File: config.mk
export PLATFORM = sky130hd
export DESIGN_NAME = audio_level_meter
export DESIGN_NICKNAME = d
export VERILOG_FILES = /design/src/rtl/audio_level_meter.sv
export SDC_FILE = /design/constraint.sdc
export NUM_CORES = 1
export LEC_CHECK = 0
export ABC_AREA = 1
export CORE_ASPECT_RATIO = 2
export CORE_MARGIN = 3
export CORE_UTILIZATION = 45
export DETAILED_ROUTE_END_ITERATION = 8
export PLACE_DENSITY = 0.82
export SETUP_SLACK_MARGIN = 0.05
export SYNTH_ARGS = -nofsm -noshare
export SYNTH_HDL_FRONTEND = slang
export SYNTH_SLANG_ARGS = --single-unit
export TNS_END_PERCENT = 5
File: constraint.sdc
create_clock -name clk -period 4.65 [get_ports clk]
set_clock_uncertainty 0.15 [all_clocks]
set_input_delay 0.6975 -clock clk [delete_from_list [all_inputs] [get_ports clk]]
set_output_delay 0.6975 -clock clk [all_outputs]
set_load 0.01 [all_outputs]
File: src/rtl/audio_level_meter.sv
// Windowed peak-magnitude meter feeding the bar display. LEVEL_METER_DECAY_EN adds peak-hold with slow decay.
// Latency: peak/level/vol/update change 1 clk after the last sample of a window is accepted.
// Backpressure: none; every sample_valid cycle is consumed, and idle cycles leave all state unchanged.
module audio_level_meter #(
   parameter int unsigned WINDOW        = 1024,
   parameter logic [23:0] THRESH_BASE   = 24'h000400,
   parameter int unsigned THRESH_SHIFT  = 2,
   parameter int unsigned DECAY_WINDOWS = 8
) (
   input  logic        clk,
   input  logic        rst_n,
   input  logic [23:0] sample_in,
   input  logic        sample_valid,
   output logic [23:0] peak,
   output logic [2:0]  level,
   output logic [5:0]  vol,
   output logic        update
);

   localparam int unsigned CNT_W = (WINDOW > 2) ? $clog2(WINDOW) : 1;
   localparam logic [CNT_W-1:0] CNT_LAST = CNT_W'(WINDOW - 1);

   logic [23:0]      acc_q, acc_d;
   logic [CNT_W-1:0] cnt_q, cnt_d;
   logic [23:0]      peak_q, peak_d;
   logic [2:0]       level_q, level_d;
   logic             update_q, update_d;

   logic [23:0] mag;
   logic [23:0] win_peak;
   logic        win_end;
   logic [5:0]  hit;
   logic [2:0]  raw_level;
   logic [2:0]  next_level;

   // The most negative sample has no positive twin in 24 bits, so it clips.
   always_comb begin
      if (!sample_in[23]) begin
         mag = sample_in;
      end else if (sample_in == 24'h800000) begin
         mag = 24'h7FFFFF;
      end else begin
         mag = -sample_in;
      end
   end

   assign win_peak = (mag > acc_q) ? mag : acc_q;
   assign win_end  = sample_valid && (cnt_q == CNT_LAST);

   for (genvar k = 0; k < 6; k++) begin : g_thr
      localparam int unsigned SH  = int'(k) * THRESH_SHIFT;
      localparam logic [63:0] RAW = (SH >= 32) ? 64'h1_0000_0000 : (64'(THRESH_BASE) << SH);
      localparam logic [23:0] THR = (THRESH_BASE == 24'h0)  ? 24'h0 :
                                    (RAW > 64'hFF_FFFF)     ? 24'hFF_FFFF : RAW[23:0];
      assign hit[k] = (win_peak >= THR);
   end

   always_comb begin
      raw_level = 3'd0;
      for (int k = 0; k < 6; k++) begin
         if (hit[k]) begin
            raw_level = raw_level + 3'd1;
         end
      end
   end

`ifdef LEVEL_METER_DECAY_EN
   localparam int unsigned DW = (DECAY_WINDOWS > 2) ? $clog2(DECAY_WINDOWS) : 1;
   localparam logic [DW-1:0] DECAY_LAST = DW'(DECAY_WINDOWS - 1);

   logic [DW-1:0] decay_cnt_q, decay_cnt_d;

   // Rises track immediately; a fall steps down once per DECAY_WINDOWS quieter windows.
   always_comb begin
      next_level  = level_q;
      decay_cnt_d = decay_cnt_q;
      if (win_end) begin
         if (raw_level >= level_q) begin
            next_level  = raw_level;
            decay_cnt_d = '0;
         end else if (decay_cnt_q == DECAY_LAST) begin
            next_level  = level_q - 3'd1;
            decay_cnt_d = '0;
         end else begin
            decay_cnt_d = decay_cnt_q + DW'(1);
         end
      end
   end

   always_ff @(posedge clk or negedge rst_n) begin
      if (!rst_n) begin
         decay_cnt_q <= '0;
      end else begin
         decay_cnt_q <= decay_cnt_d;
      end
   end
`else
   assign next_level = raw_level;
`endif

   always_comb begin
      acc_d    = acc_q;
      cnt_d    = cnt_q;
      peak_d   = peak_q;
      level_d  = level_q;
      update_d = 1'b0;
      if (sample_valid) begin
         if (win_end) begin
            acc_d    = '0;
            cnt_d    = '0;
            peak_d   = win_peak;
            level_d  = next_level;
            update_d = 1'b1;
         end else begin
            acc_d = win_peak;
            cnt_d = cnt_q + CNT_W'(1);
         end
      end
   end

   always_ff @(posedge clk or negedge rst_n) begin
      if (!rst_n) begin
         acc_q    <= '0;
         cnt_q    <= '0;
         peak_q   <= '0;
         level_q  <= '0;
         update_q <= 1'b0;
      end else begin
         acc_q    <= acc_d;
         cnt_q    <= cnt_d;
         peak_q   <= peak_d;
         level_q  <= level_d;
         update_q <= update_d;
      end
   end

   assign peak   = peak_q;
   assign level  = level_q;
   assign vol    = (level_q == 3'd0) ? 6'b0 : (6'b000001 << (level_q - 3'd1));
   assign update = update_q;

endmodule
==> results.md <==
- Run status: finished with violations
- Failing checks: negative setup slack
- First-iteration detailed-routing DRC count: 572
- IO Count: between 60 and 70
- Largest net degree at the start of global routing: a little over 40
- Worst Slack Setup Final: -1130 ps
- Gpl congestion: about 0.94
- Die H: ~150 um
- Setup_tns: -2180 ps
- Worst rel slew slack: between 20% and 30%
- # clock sinks: a little over 60
- Critical Path Max Stage Delay: between 300 and 400 ps
- Via density: about 5.8
- CTS tree: built
- Leak: roughly 3.7 nW
- Die Width: approximately 77 um
- H-tree levels: 3
- Total CTS buffers: 9
- Mapped Area: about 4600 um^2
- YS warnings: 0
- Wire per inst: about 18 um
- Critical path arrival: around 5900 ps
- ANT cells: 0
- Hold slack: 161 ps
- Crit end category: flop
- Max_cap viols: 0
- Placed Area: between 6000 and 7000 um^2
- # fillers: about 660
- HPWL Detailed: roughly 11000 um
- Initial Util: a little under half
- Hold/Removal Path Class: primary input to async pin
- Antenna violations before repair: 0
- Startpoint types: primary input
- Syn_nets: between 700 and 800
- Most common cell after layout, fill and taps aside: buf_4
- Design Area, Final: 7430 um^2
- Unrepaired setup endpoints after global routing: yes
- Drc violations: 0
- Core area: approximately 9800 um^2
- Total chip power: 3.67 mW
- Max-slew violation count: 0
- Clk root buf: clkbuf_16
- Count of cell types in the netlist: 39
- Total track usage: 25.5%
- Crit Path Max Fanout: 7
- Area Growth Syn to Fin: 62.0%
- Least-Margin Pin Slew: between 1000 and 1500 ps
- CP Data Required Time: 4720 ps
- Clk buf depth: 2
- FF+latch count, synth: 62
- Commonest cells after routing, fill and taps aside: buf_4 (127), nand2_1 (114), inv_1 (81)
- Top cell by count, worst path: nand2_4
- Final setup fails: 3
- Vias post-DR: around 5600
- Sequential-to-total area share from yosys stat: about 34%
- Post-Layout Cell Count: between 900 and 1000
- Drt pass-1 iters: 5
- Share of cells above drive strength 1: between 40% and 50%
- DP Cell Count: 924
- CP Class: primary input to flop
- Routed Antenna Nets: 0
- Site row count: 51
- Critical-path top delay cell: ha_1
- Synth Instances: 646
- Max IR drop VDD: around 0.32 mV
- Vias in the first global route: 5226
- I/O Buffers: 60
- Fin crit share: 124%
- Final Hold Fails: 0
- Pwr per Cell Area: 494 nW/um^2
- Achievable Freq: approximately 0.17 GHz
- Final wirelength: 18000 um
- Final min period: between 5000 and 6000 ps
- Overflow after GRT: 0
- Clock Pin Slew Worst Setup and Hold Paths: roughly 60 ps
- First-pass GRT wire length: 23300 um
- Syn avg cell area: slightly above 7 um^2
- Clock insertion delay at the later pin of the skew report: between 300 and 400 ps
- Die Area: around 12000 um^2
- Post-CTS Hold Buffers: 0
- Final net count: ~900
## final timing paths
path / startpoint / end / slack [ps] / depth (start not counted)
worst max-delay path: sample_in[11] / level[2]$_DFFE_PN0P_ / -1130 / 43
max in group asynchronous: rst_n / level[0]$_DFFE_PN0P_ / 3250 / 2
min in group clk: peak[13]$_DFFE_PN0P_ / peak[13]$_DFFE_PN0P_ / 330 / 2
worst min register to register: peak[13]$_DFFE_PN0P_ / peak[13]$_DFFE_PN0P_ / 330 / 2
worst min-delay path: rst_n / acc_q[6]$_DFFE_PN0P_ / 160 / 1
worst max register to register: acc_q[19]$_DFFE_PN0P_ / level[2]$_DFFE_PN0P_ / -130 / 37
## synthesized netlist by cell type (all sizes together)
library cell | number | area share, %
nand4 | 12 | 1.8
nor3 | 9 | 0.98
or2 | 1 | 0.14
clkbuf | 11 | 0.90
nand3 | 44 | 5.6
xnor2 | 4 | 0.76
and2 | 2 | 0.33
o31a | 1 | 0.19
o21ai | 54 | 6.1
o22ai | 24 | 3.3
a211oi | 1 | 0.16
o31ai | 1 | 0.16
nor4 | 1 | 0.14
nor2 | 66 | 6.9
nand3b | 2 | 0.33
nand2 | 168 | 15
a21oi | 18 | 2.0
nor3b | 2 | 0.33
buf | 6 | 0.93
a31oi | 1 | 0.14
a21o | 2 | 0.33
ha | 32 | 8.7
inv | 112 | 9.2
xor2 | 10 | 1.9
dfrtp | 62 | 34
## kinds of logic (layout without fill, tap and decap cells)
group,after synthesis,after routing,synth area share [%]
simple gates,307,309,31.4
buf+inv,129,326,11.0
compound gates,102,102,12.4
flops,62,62,33.8
fa+ha+maj,32,32,8.73
xor+xnor,14,14,2.67
## registers in the layout, indices dropped and copies added (netlist names)
name    flops
acc_q      24
peak       24
cnt_q      10
level       3
update      1
## timing repair
item	4_1_cts	5_1_grt
pin swaps	56	81
buffers inserted	17	18
setup endpoints to repair	3	3
cloned	2	0
resized for setup	141	125
## worst max-delay path, delay by kind of cell
family | cells | cell delay [ps]
buffers and inverters | 8 | 770
AO/OA/AOI/OAI | 2 | 190
adder cells (fa/ha/maj) | 5 | 1160
AND/OR/NAND/NOR | 28 | 3020
## layout make-up
class                   instances  area, um^2  share of cell area (%)
repair buffers                198        1630                    21.9
clock inverters                 6        68.8                   0.926
clock buffers                  10         229                    3.08
inverters                     112         442                    5.94
flip-flops and latches         62        1550                    20.9
well taps                     132         165                    2.22
multi-input cells             457        3350                    45.1
## metrics by stage
stage / worst slack, ps / utilization, %
2_1_floorplan: -874 / -
3_3_place_gp: -1730 / 62.8
3_5_place_dp: -1890 / 62.8
4_1_cts: -924 / 70.2
5_1_grt: -1420 / 75.7
6_report: -1130 / 75.7
## report_power, final
part           switching [mW]  internal [mW]  total, mW  leakage, nW
sequential             0.0813          0.679      0.760        0.795
clock                   0.262          0.418      0.680        0.143
combinational            1.32          0.909       2.23         2.74
total                    1.66           2.01       3.67         3.67
## per-layer routing
layer / GRT usage [%] / share of wire [%] / vias up / wire, um
li1: - / - / 2476 / -
met4: 15.0 / 8.4 / 0 / 1500
met2: 50.2 / 54 / 352 / 9620
met1: 24.1 / 32 / 2648 / 5750
met3: 3.51 / 6.1 / 150 / 1100
met5: 0 / 0 / - / 0
Note: power is estimated with default switching activity, not from simulation.
